## config.mk

```make
export PLATFORM = sky130hd
export DESIGN_NAME = playback_scheduler
export DESIGN_NICKNAME = d
export VERILOG_FILES = /design/src/rtl/playback_pkg.sv /design/src/rtl/gap_timer.sv /design/src/rtl/playback_scheduler.sv
export SDC_FILE = /design/constraint.sdc
export NUM_CORES = 1
export LEC_CHECK = 0
export CAP_MARGIN = 5
export CORE_ASPECT_RATIO = 1.4
export CORE_UTILIZATION = 60
export CTS_CLUSTER_SIZE = 24
export DETAILED_ROUTE_END_ITERATION = 10
export GPL_TIMING_DRIVEN = 0
export PLACE_DENSITY = 0.81
export SETUP_SLACK_MARGIN = 0.4
export SLEW_MARGIN = 20
export SYNTH_ARGS = -nofsm -noshare
export SYNTH_HDL_FRONTEND = slang
export SYNTH_HIERARCHICAL = 1
export SYNTH_SLANG_ARGS = --single-unit
```

## constraint.sdc

```tcl
create_clock -name clk -period 7 [get_ports clk]
set_clock_uncertainty 0.1 [all_clocks]
set_input_delay 1.4 -clock clk [delete_from_list [all_inputs] [get_ports clk]]
set_output_delay 1.4 -clock clk [all_outputs]
set_load 0.05 [all_outputs]
```

## src/rtl/playback_pkg.sv

```systemverilog
// Shared definitions for the playback scheduler: state codes, mode codes,
// song codes and the playlist wrap helper.
package playback_pkg;

  // Scheduler states
  localparam logic [1:0] ST_IDLE  = 2'd0;
  localparam logic [1:0] ST_PLAY  = 2'd1;
  localparam logic [1:0] ST_PAUSE = 2'd2;
  localparam logic [1:0] ST_GAP   = 2'd3;

  // Repeat modes, sampled only when the player reports song_done
  localparam logic [1:0] MODE_SINGLE      = 2'b00;
  localparam logic [1:0] MODE_REPEAT_ONE  = 2'b01;
  localparam logic [1:0] MODE_LIST_ONCE   = 2'b10;
  localparam logic [1:0] MODE_LIST_REPEAT = 2'b11;

  // Song select codes; SONG_NONE silences and resets the player
  localparam logic [1:0] SONG_NONE = 2'b00;
  localparam logic [1:0] SONG_LS   = 2'b01;
  localparam logic [1:0] SONG_HB   = 2'b10;
  localparam logic [1:0] SONG_JB   = 2'b11;

  // Step one song forward or backward, wrapping between SONG_LS and last
  function automatic logic [1:0] song_wrap(input logic [1:0] cur,
                                           input logic       fwd,
                                           input logic [1:0] last);
    if (fwd) return (cur >= last) ? SONG_LS : cur + 2'd1;
    else     return (cur <= SONG_LS) ? last : cur - 2'd1;
  endfunction

endpackage

```

## src/rtl/gap_timer.sv

```systemverilog
// Down-counter that times the silent gap between songs. Loads LOAD_VAL,
// counts down to zero and parks there; clear forces it back to zero.
module gap_timer
  import playback_pkg::*;
#(
  parameter int          CNT_W    = 32,
  parameter logic [CNT_W-1:0] LOAD_VAL = '0
) (
  input  logic clk,
  input  logic rst_n,
  input  logic load,
  input  logic clear,
  output logic zero
);

  logic [CNT_W-1:0] cnt;

  // Clear beats load; otherwise count down until zero and hold there
  always_ff @(posedge clk or negedge rst_n) begin
    if (!rst_n)            cnt <= '0;
    else if (clear)        cnt <= '0;
    else if (load)         cnt <= LOAD_VAL;
    else if (cnt != '0)    cnt <= cnt - 1'b1;
  end

  assign zero = (cnt == '0);

endmodule

```

## src/rtl/playback_scheduler.sv

```systemverilog
// Top-level play/pause/next/prev/stop sequencer for the multi-song player.
// All outputs are registered from the next-state values so each update
// shows one clock after the pulse that caused it.
module playback_scheduler
  import playback_pkg::*;
#(
  parameter int NUM_SONGS  = 3,
  parameter int GAP_CYCLES = 25_000_000,
  parameter int CNT_W      = 32
) (
  input  logic       clk,
  input  logic       rst_n,
  input  logic       btn_play,
  input  logic       btn_next,
  input  logic       btn_prev,
  input  logic       btn_stop,
  input  logic [1:0] mode,
  input  logic       song_done,
  output logic [1:0] n_th_song,
  output logic       hold,
  output logic       playing,
  output logic [1:0] song_sel
);

  localparam logic [1:0]       LAST_SONG = NUM_SONGS[1:0];
  localparam logic [CNT_W-1:0] GAP_LOAD  = CNT_W'(GAP_CYCLES - 1);

  // Current FSM state, kept as a named signal for checkers to bind to
  logic [1:0] state;
  logic [1:0] cur_song;
  logic [1:0] nxt_state;
  logic [1:0] nxt_song;
  logic       gap_load;
  logic       gap_clear;
  logic       gap_zero;
  logic       btn_step;
  logic [1:0] stepped_song;

  // next wins over prev when both arrive together
  assign btn_step     = btn_next | btn_prev;
  assign stepped_song = song_wrap(cur_song, btn_next, LAST_SONG);

  gap_timer #(
    .CNT_W    (CNT_W),
    .LOAD_VAL (GAP_LOAD)
  ) u_gap_timer (
    .clk   (clk),
    .rst_n (rst_n),
    .load  (gap_load),
    .clear (gap_clear),
    .zero  (gap_zero)
  );

  // Next state and song; priority stop > next > prev > play > song_done
  always_comb begin
    nxt_state = state;
    nxt_song  = cur_song;
    gap_load  = 1'b0;
    gap_clear = 1'b0;
    case (state)
      ST_IDLE: begin
        if (btn_stop)      nxt_state = ST_IDLE;
        else if (btn_step) nxt_song  = stepped_song;
        else if (btn_play) nxt_state = ST_PLAY;
      end
      ST_PLAY: begin
        if (btn_stop) begin
          nxt_state = ST_IDLE;
          gap_clear = 1'b1;
        end else if (btn_step) begin
          nxt_song  = stepped_song;
          nxt_state = ST_GAP;
          gap_load  = 1'b1;
        end else if (btn_play) begin
          nxt_state = ST_PAUSE;
        end else if (song_done) begin
          case (mode)
            MODE_SINGLE: nxt_state = ST_IDLE;
            MODE_REPEAT_ONE: begin
              nxt_state = ST_GAP;
              gap_load  = 1'b1;
            end
            MODE_LIST_ONCE: begin
              if (cur_song == LAST_SONG) begin
                nxt_state = ST_IDLE;
              end else begin
                nxt_song  = song_wrap(cur_song, 1'b1, LAST_SONG);
                nxt_state = ST_GAP;
                gap_load  = 1'b1;
              end
            end
            default: begin
              nxt_song  = song_wrap(cur_song, 1'b1, LAST_SONG);
              nxt_state = ST_GAP;
              gap_load  = 1'b1;
            end
          endcase
        end
      end
      ST_PAUSE: begin
        if (btn_stop) begin
          nxt_state = ST_IDLE;
          gap_clear = 1'b1;
        end else if (btn_step) begin
          nxt_song  = stepped_song;
          nxt_state = ST_GAP;
          gap_load  = 1'b1;
        end else if (btn_play) begin
          nxt_state = ST_PLAY;
        end
      end
      default: begin
        // ST_GAP: play and song_done are ignored; next/prev restart the gap
        if (btn_stop) begin
          nxt_state = ST_IDLE;
          gap_clear = 1'b1;
        end else if (btn_step) begin
          nxt_song = stepped_song;
          gap_load = 1'b1;
        end else if (gap_zero) begin
          nxt_state = ST_PLAY;
        end
      end
    endcase
  end

  // State, song index and registered player-facing outputs
  always_ff @(posedge clk or negedge rst_n) begin
    if (!rst_n) begin
      state     <= ST_IDLE;
      cur_song  <= SONG_LS;
      n_th_song <= SONG_NONE;
      hold      <= 1'b0;
      playing   <= 1'b0;
      song_sel  <= SONG_LS;
    end else begin
      state     <= nxt_state;
      cur_song  <= nxt_song;
      n_th_song <= (nxt_state == ST_PLAY || nxt_state == ST_PAUSE) ? nxt_song : SONG_NONE;
      hold      <= (nxt_state == ST_PAUSE);
      playing   <= (nxt_state == ST_PLAY);
      song_sel  <= nxt_song;
    end
  end

endmodule

```

==> results of run 1 <==
-- path summary, 6_finish.rpt --
| path | depth (start not counted) | endpoint | from |
|---|---|---|---|
| setup / recovery | 9 | u_gap_timer/cnt[28] | song_done |
| hold / removal | 1 | u_gap_timer/cnt[27] | u_gap_timer/cnt[26] |
| setup reg to reg | 14 | n_th_song[1] | u_gap_timer/cnt[0] |
| hold reg to reg | 1 | u_gap_timer/cnt[27] | u_gap_timer/cnt[26] |
| max in group asynchronous | 2 | cur_song[0] | rst_n |
| min in group asynchronous | 1 | u_gap_timer/cnt[9] | rst_n |
-- routing by layer --
| metal | vias up | wire length [µm] |
|---|---|---|
| li1 | 964 | - |
| met2 | 52 | 2570 |
| met4 | 0 | 76 |
| met1 | 971 | 2200 |
| met5 | - | 0 |
| met3 | 8 | 169 |
-- layout make-up --
type                       count  area [µm²]  share of cell area
buffer                         6        41.3              0.0150
clock buffer                   7        96.3              0.0351
clock inverter                 1        30.0              0.0109
inverter                      10        42.5              0.0155
multi-input combinational    188        1320               0.480
sequential                    40        1000               0.365
tap                           42        52.6              0.0191
timing repair buffer          15         163              0.0592
-- flip-flops by register name (all words and copies together) (netlist names) --
| signal | cells |
|---|---|
| u_gap_timer/cnt | 32 |
| cur_song | 2 |
| n_th_song | 2 |
| state | 2 |
| hold | 1 |
| playing | 1 |
-- power by group through the flow --
stage	Combinational, mW	Clock, mW	Sequential, mW
detailed placement	0.336	0	0.379
global placement	0.327	0	0.375
floorplan	0.230	0	0.389
finish	0.339	0.201	0.377
CTS	0.337	0.206	0.376
global route	0.375	0.212	0.388
-- per-stage QoR --
| stage | area, µm² | hold WS [ps] | std cells | power [mW] |
|---|---|---|---|---|
| 2_1_floorplan | 2400 | 408 | 244 | 0.619 |
| 3_3_place_gp | 2590 | 433 | 300 | 0.702 |
| 3_5_place_dp | 2620 | 431 | 301 | 0.714 |
| 4_1_cts | 2750 | 446 | 309 | 0.919 |
| 5_1_grt | 2750 | 476 | 309 | 0.974 |
| 6_report | 2750 | 440 | 309 | 0.918 |
-- cell families (layout without fill, tap and decap cells) --
family          after synthesis  in the layout  share of synthesized area
flops                        40             40                      0.418
fa+ha+maj                     8              8                     0.0418
buf+inv                      16             39                     0.0350
simple gates                 98             98                      0.259
xor+xnor                     17             17                     0.0621
mux                           2              2                     0.0104
compound gates               63             63                      0.174
-- cells in the mapped netlist (all sizes together), types with 2 or more instances --
cell    number  share of area
dfrtp       39           0.41
buf          2          0.011
nand3        7          0.017
o21ai       15          0.031
a21oi       19          0.040
inv          9          0.014
o21a         2         0.0063
ha           8          0.042
o41ai        3          0.011
nor2b        2         0.0052
or2          3         0.0089
clkbuf       4         0.0063
a211oi       2         0.0063
or4         10          0.036
nor2        18          0.028
nand4b       2         0.0073
o311ai       2         0.0073
nand2b       5          0.013
o31a         2         0.0073
o32a         2         0.0084
nand4        3         0.0078
o221ai       2         0.0073
xnor2       14          0.051
nand2       10          0.016
nor4         9          0.039
nand3b       2         0.0063
o31ai        5          0.016
or3         12          0.033
a31oi        2         0.0052
xor2         3          0.011
nor3        10          0.021
==> flow_summary.json, run 1 <==
{
  "die_x_um": 55.4,
  "synth_flop_cell": "dfrtp_1",
  "io_buffers": 14,
  "path_buf_inv": 4,
  "post-route-period-util": 0.534,
  "syn_area_per_cell_um2": 9.82,
  "endpoint_kind": "flop",
  "crit_family": "buffers and inverters",
  "report.final.slew_viol_count": 0,
  "htreeDepth": 2,
  "nets": 283,
  "p_comb_frac": 0.370,
  "ys_warn_count": 6,
  "clk_pin_slew_ps": 80,
  "grt-busiest-layer": "met2",
  "fin_crit_ps": 3740,
  "final_common_cell": "dfrtp_1",
  "clk_latency_ps": 290,
  "outcome": "finished, final reports clean",
  "synthCells": 244,
  "synthDistinctLibCells": 54,
  "num_antenna_cells": 0,
  "worst_slack_ps": 3260,
  "cp.arrival_ps": 3780,
  "grt_use_met2": 0.454,
  "drtAntennaViolNets": 0,
  "numClockSinks": 40,
  "initial_core_util": 0.641,
  "pre_cts_slack_ps": 2990,
  "synth_area_mm2": 0.00240,
  "criticalPathCategory": "in2reg",
  "drt_pass1_iterations": 4,
  "final_cell_mix": "dfrtp_1 (39), a21oi_1 (19), nor2_1 (18)",
  "grt_pass1_vias": 1972,
  "synthArstFlopShare": 1.00,
  "antenna_found_initial": 0,
  "slowest_stage": "clkdlybuf4s50_1",
  "rrSetupSlack_ps": 3540,
  "max_stage_delay_ps": 480,
  "root_buffer": "clkbuf_8",
  "ys_seq_elements": 40,
  "grt_max_degree": 24,
  "cts_resized": 0,
  "die_height_um": 76.8,
  "synth_edf_count": 0,
  "num_rows": 26,
  "clock_power_share": 0.219,
  "worstHoldPathType": "reg2reg",
  "p_leak_nw": 1.08,
  "hold_buffers": 0,
  "tightest_slew_ps": 903,
  "switching_share": 0.384,
  "core_area_mm2": 0.00374,
  "wirelength_mm": 5.02,
  "vias": 1995,
  "overflow": 0,
  "start_kind": "primary input",
  "max_freq_mhz": 268,
  "die_area_mm2": 0.00426,
  "grt_usage": 0.256,
  "cts_setup_buffers": 0,
  "path_common_cell": "clkbuf_1",
  "ir_drop_v": 0.000248,
  "drive_gt1_frac": 0.109,
  "powerDensity_mw_per_mm2": 334,
  "worstPathRequired_ps": 7050,
  "cts_tree": "done",
  "globalplace.congestion": 0.876,
  "via_per_inst": 6.46,
  "fillCellCount": 268,
  "hpwlAfterDp_mm": 3.73,
  "cts_made_buffers": 5,
  "utilization": 0.734,
  "pwr-share-seq": 0.411,
  "finalHoldViolations": 0,
  "setup_viol": 0,
  "finalSetupTns_ps": 0,
  "area_delta_synth_final_pct": 14.6,
  "grt_use_met3": 0.0405,
  "maxCapViolations": 0,
  "wl_per_cell_um": 16.2,
  "p_int_uw": 566,
  "pin_count": 15,
  "drt_iter0_markers": 82,
  "use_met1": 0.314,
  "syn_nets": 261,
  "cts_max_path_buffers": 2,
  "slew_headroom": 0.393,
  "ys_seq_area_frac": 0.418,
  "crit_chain": "clkdlybuf4s50_1 > nand2b_1 > a211o_1 > a211oi_1 > clkbuf_1 > inv_1 > nand2_1 > clkbuf_1 > nor2_1",
  "drc": 0,
  "grt_pass1_wl_mm": 8.80,
  "p_sw_uw": 352,
  "crit_path_max_fanout": 10,
  "rsz0062_at_grt": "no"
}
Note: power is estimated with default switching activity, not from simulation.
==> inputs of run 2 (changes only) <==
--- a/config.mk
+++ b/config.mk
@@ -7,11 +7,11 @@
 export LEC_CHECK = 0
 export CAP_MARGIN = 5
 export CORE_ASPECT_RATIO = 1.4
-export CORE_UTILIZATION = 60
+export CORE_UTILIZATION = 59
 export CTS_CLUSTER_SIZE = 24
 export DETAILED_ROUTE_END_ITERATION = 10
 export GPL_TIMING_DRIVEN = 0
-export PLACE_DENSITY = 0.81
+export PLACE_DENSITY = 0.79
 export SETUP_SLACK_MARGIN = 0.4
 export SLEW_MARGIN = 20
 export SYNTH_ARGS = -nofsm -noshare
==> constraint.sdc (replaced) <==
create_clock -name clk -period 3.6 [get_ports clk]
set_clock_uncertainty 0.1 [all_clocks]
set_input_delay 0.72 -clock clk [delete_from_list [all_inputs] [get_ports clk]]
set_output_delay 0.72 -clock clk [all_outputs]
set_load 0.05 [all_outputs]
==> run 2 against run 1 <==
Sequential share of layout area is 0.24 points lower. Wire length is 8.1% higher. Register-to-register slack worse by 3100 ps. Non-clock buffer count is 7 higher. Power is 89% higher. Combinational power is 110% higher.
==> flow_summary.json, run 2 (synthesized netlist as in run 1, its figures left out) <==
{
  "place_inst": 302,
  "maxCapViolations": 0,
  "powerDensity_mw_per_mm2": 626,
  "area_delta_synth_final_pct": 15.4,
  "rsz0062_at_grt": "no",
  "drt_iter0_markers": 53,
  "regMostFlops": "u_gap_timer/cnt",
  "tightest_slew_ps": 873,
  "report.final.slew_viol_count": 0,
  "fin_cells": 316,
  "num_rows": 27,
  "rrSetupSlack_ps": 490,
  "htreeDepth": 2,
  "start_kind": "flop",
  "worst_slack_ps": 490,
  "worstPathRequired_ps": 3720,
  "via_per_inst": 6.51,
  "grt_pass1_vias": 2051,
  "p_leak_nw": 1.10,
  "clk_latency_ps": 290,
  "p_comb_frac": 0.417,
  "pre_cts_slack_ps": 170,
  "pin_count": 15,
  "ir_drop_v": 0.000497,
  "setup_viol": 0,
  "globalplace.congestion": 0.932,
  "r2r-end": "n_th_song[1]",
  "reg2regPathDepth": 12,
  "worstHoldPathType": "in2async",
  "grt_usage": 0.266,
  "drtAntennaViolNets": 0,
  "utilization": 0.706,
  "worstReg2RegStart": "u_gap_timer/cnt[28]",
  "finalHoldViolations": 0,
  "overflow": 0,
  "antenna_found_initial": 0,
  "drive_gt1_frac": 0.136,
  "total_power_mw": 1.73,
  "crit_path_max_fanout": 9,
  "outcome": "finished, final reports clean",
  "cts_made_buffers": 5,
  "slew_headroom": 0.413,
  "grt_pass1_wl_mm": 9.11,
  "p_int_mw": 1.02,
  "root_buffer": "clkbuf_8",
  "nets": 290,
  "finalSetupTns_ps": 0,
  "numClockSinks": 40,
  "io_buffers": 14,
  "wl_per_cell_um": 17.2,
  "clk_pin_slew_ps": 70,
  "pwr-share-seq": 0.423,
  "wirelength_mm": 5.43,
  "vias": 2056,
  "cts_max_path_buffers": 2,
  "clock_power_share": 0.160,
  "cts_tree": "done",
  "post-route-period-util": 0.864,
  "p_sw_uw": 712,
  "initial_core_util": 0.612,
  "die_area_mm2": 0.00433,
  "die_height_um": 77.4,
  "largest_register_ffs": 32,
  "grt_max_degree": 27,
  "die_x_um": 55.9,
  "max_freq_mhz": 322,
  "final_cell_mix": "dfrtp_1 (38), nor2_1 (18), a21oi_1 (18)",
  "criticalPathCategory": "reg2reg",
  "fillCellCount": 305,
  "drt_pass1_iterations": 4,
  "core_area_mm2": 0.00392,
  "num_antenna_cells": 0,
  "endpoint_kind": "flop",
  "final_common_cell": "dfrtp_1",
  "fin_crit_ps": 3110,
  "hpwlAfterDp_mm": 3.82,
  "switching_share": 0.411,
  "cp.arrival_ps": 3230,
  "drc": 0
}
[run 2: power groups by stage]
stage / clock network (mW) / registers (mW) / logic (mW)
after floorplan: 0 / 0.757 / 0.447
after global placement: 0 / 0.729 / 0.641
after detailed placement: 0 / 0.733 / 0.656
after CTS: 0.287 / 0.731 / 0.702
after global routing: 0.302 / 0.750 / 0.789
final: 0.278 / 0.734 / 0.722
[run 2: through the flow]
stage               area [µm²]  hold WS (ps)
floorplan                 2400           324
global placement          2590           435
detailed placement        2610           444
CTS                       2710           244
global route              2770           259
finish                    2770           232
[run 2: worst max path at each step]
stage | from | depth (start not counted) | endpoint
after floorplan | u_gap_timer/cnt[0] | 14 | n_th_song[1]
after global placement | u_gap_timer/cnt[0] | 14 | n_th_song[1]
after detailed placement | u_gap_timer/cnt[0] | 14 | n_th_song[1]
after CTS | u_gap_timer/cnt[28] | 12 | n_th_song[1]
after global routing | u_gap_timer/cnt[22] | 12 | n_th_song[1]
final | u_gap_timer/cnt[28] | 12 | n_th_song[1]
[run 2: cell type report]
class                      count  area (µm²)  share of cell area
clock buffer                   6        72.6              0.0262
timing repair buffer          22         208              0.0750
tap                           43        53.8              0.0194
inverter                      10        42.5              0.0154
clock inverter                 1        5.00             0.00181
sequential                    40        1000               0.363
buffer                         6        46.3              0.0167
multi-input combinational    188        1340               0.483
[run 2: worst max-delay path, cell delays in order (launching register included)]
cell and delay (ps):
dfrtp_1 400, or3_4 410, or4_4 450, or4_4 500
buf_8 160, clkinv_4 80, buf_8 110, nand3_1 80
a21oi_2 150, a2111o_1 120, ha_1 260, inv_1 70
o2111a_1 160
[run 2: timing repair]
| item | in CTS | in global routing |
|---|---|---|
| setup endpoints to repair | 3 | 12 |
| pin swaps | 2 | 1 |
| hold buffers | 0 | 0 |
| gates resized for setup | 1 | 6 |
| buffers inserted | 3 | 4 |
[run 2: layer usage]
| metal | up-vias | global-route usage | part of all wire |
|---|---|---|---|
| li1 | 980 | - | - |
| met1 | 1004 | 0.295 | 0.40 |
| met2 | 51 | 0.484 | 0.53 |
| met3 | 21 | 0.0433 | 0.034 |
| met4 | 0 | 0.132 | 0.034 |
| met5 | - | 0 | 0 |
==> inputs of run 3 (changes only) <==
--- a/config.mk
+++ b/config.mk
@@ -6,8 +6,10 @@
 export NUM_CORES = 1
 export LEC_CHECK = 0
 export CAP_MARGIN = 5
+export CELL_PAD_IN_SITES_DETAIL_PLACEMENT = 0
+export CELL_PAD_IN_SITES_GLOBAL_PLACEMENT = 1
 export CORE_ASPECT_RATIO = 1.4
-export CORE_UTILIZATION = 59
+export CORE_UTILIZATION = 46
 export CTS_CLUSTER_SIZE = 24
 export DETAILED_ROUTE_END_ITERATION = 10
 export GPL_TIMING_DRIVEN = 0
==> run 3 against run 2 <==
Via count fell by 3.8%. Cell count increased by 6.3%. Core utilization decreased by 14 points. First-iteration DRC count increased by 58%. Register-to-register slack better by 40 ps. Wire length is 2.6% higher. Maximum frequency grew 1.5%. Largest cell class unchanged. Highest routed layer unchanged.
==> flow_summary.json, run 3 (synthesized netlist as in run 1, its figures left out) <==
{
  "num_antenna_cells": 0,
  "pin_count": 15,
  "grt_pass1_vias": 2031,
  "numClockSinks": 40,
  "dr_wl_met2_mm": 3.03,
  "rsz0062_at_grt": "no",
  "nets": 288,
  "grt_max_degree": 28,
  "globalplace.congestion": 0.861,
  "via_per_inst": 5.89,
  "grt_pass1_wl_mm": 9.46,
  "fin_crit_ps": 3070,
  "drive_gt1_frac": 0.129,
  "clk_latency_ps": 290,
  "vias": 1978,
  "wl_met1_mm": 2.27,
  "crit_chain": "or3_4 > or4_4 > or4_4 > buf_6 > clkinv_4 > buf_8 > nand3_1 > a21oi_2 > a2111o_1 > ha_4 > inv_1 > o2111a_1",
  "die_x_um": 63.0,
  "die_area_mm2": 0.00551,
  "cts_max_path_buffers": 2,
  "crit_path_max_fanout": 9,
  "outcome": "finished, final reports clean",
  "post-route-period-util": 0.851,
  "cp.arrival_ps": 3190,
  "drtAntennaViolNets": 0,
  "cts_made_buffers": 5,
  "overflow": 0,
  "ir_drop_v": 0.000311,
  "finalSetupTns_ps": 0,
  "max_freq_mhz": 326,
  "finalHoldViolations": 0,
  "num_rows": 30,
  "initial_core_util": 0.488,
  "drt_iter0_markers": 84,
  "max_stage_delay_ps": 490,
  "tightest_slew_ps": 855,
  "wl_met3_um": 146,
  "wirelength_mm": 5.57,
  "powerDensity_mw_per_mm2": 622,
  "area_delta_synth_final_pct": 16.4,
  "wl_per_cell_um": 16.6,
  "worstReg2RegStart": "u_gap_timer/cnt[28]",
  "final_cell_mix": "dfrtp_1 (39), nor2_1 (18), a21oi_1 (18)",
  "slowest_stage": "or4_4",
  "clk_pin_slew_ps": 70,
  "drt_pass1_iterations": 4,
  "routed.top_layer": "met4",
  "crit_path_start": "u_gap_timer/cnt[28]",
  "worstHoldPathType": "in2async",
  "r2r-end": "n_th_song[1]",
  "p_leak_nw": 1.09,
  "setup_viol": 0,
  "final_common_cell": "dfrtp_1",
  "crit_family": "simple AND/OR/NAND/NOR gates",
  "slew_headroom": 0.425,
  "endpoint_kind": "flop",
  "reg2regPathDepth": 12,
  "drc": 0,
  "core_area_mm2": 0.00492,
  "path_common_cell": "or4_4",
  "root_buffer": "clkbuf_8",
  "cts_tree": "done",
  "io_buffers": 14,
  "die_height_um": 87.4,
  "grt_usage": 0.224,
  "maxCapViolations": 0,
  "report.final.slew_viol_count": 0,
  "hpwlAfterDp_mm": 4.02,
  "start_kind": "flop",
  "antenna_found_initial": 0,
  "worstPathRequired_ps": 3730,
  "criticalPathCategory": "reg2reg",
  "total_power_mw": 1.74,
  "htreeDepth": 2,
  "rrSetupSlack_ps": 530,
  "regMostFlops": "u_gap_timer/cnt",
  "hold_buffers": 0,
  "path_buf_inv": 4,
  "largest_register_ffs": 32
}
-- run 3: cell count changes in the layout (fill, tap and decap cells not counted), sizes merged --
cell    previous run  this run
buf               11         9
clkbuf            10        11
-- run 3: layer usage --
layer / track usage / vias to the layer above
li1: - / 977
met1: 0.246 / 954
met2: 0.424 / 34
met3: 0.0275 / 13
met4: 0.101 / 0
met5: 0 / -
-- run 3: stage by stage --
stage                     hold WS [ps]  instance area (µm²)  utilization  instances  setup WS, ps
after floorplan                    324                 2400            -        244           616
after CTS                          235                 2750        0.559        334           418
final                              236                 2790        0.567        336           535
after global routing               254                 2790        0.567        336           405
after global placement             429                 2620        0.532        322          62.7
after detailed placement           441                 2640        0.537        323          99.9
-- run 3: repair_timing --
item | CTS | global route
resized for setup | 1 | 5
pin swaps | 2 | 1
buffers inserted | 3 | 2
cloned | 0 | 0
endpoints found under the setup margin | 3 | 12
hold endpoints to repair | 0 | 0
-- run 3: how the worst max path moves through the flow --
stage	end	slack (ps)	depth (start not counted)
floorplan	n_th_song[1]	620	14
global placement	n_th_song[1]	60	14
detailed placement	n_th_song[1]	100	14
CTS	n_th_song[1]	420	12
global route	n_th_song[1]	410	12
finish	n_th_song[1]	530	12
-- run 3: power by group --
group | internal, mW | switching (mW)
sequential | 0.575 | 0.156
combinational | 0.315 | 0.401
clock | 0.136 | 0.153
total | 1.03 | 0.711
-- run 3: layout make-up --
| type | instances | area [µm²] |
|---|---|---|
| clock inverter | 1 | 5.00 |
| buffer | 6 | 42.5 |
| timing repair buffer | 20 | 193 |
| fill | 467 | 2130 |
| sequential | 40 | 1000 |
| clock buffer | 7 | 76.3 |
| tap | 64 | 80.1 |
| multi-input combinational | 188 | 1350 |
| inverter | 10 | 42.5 |
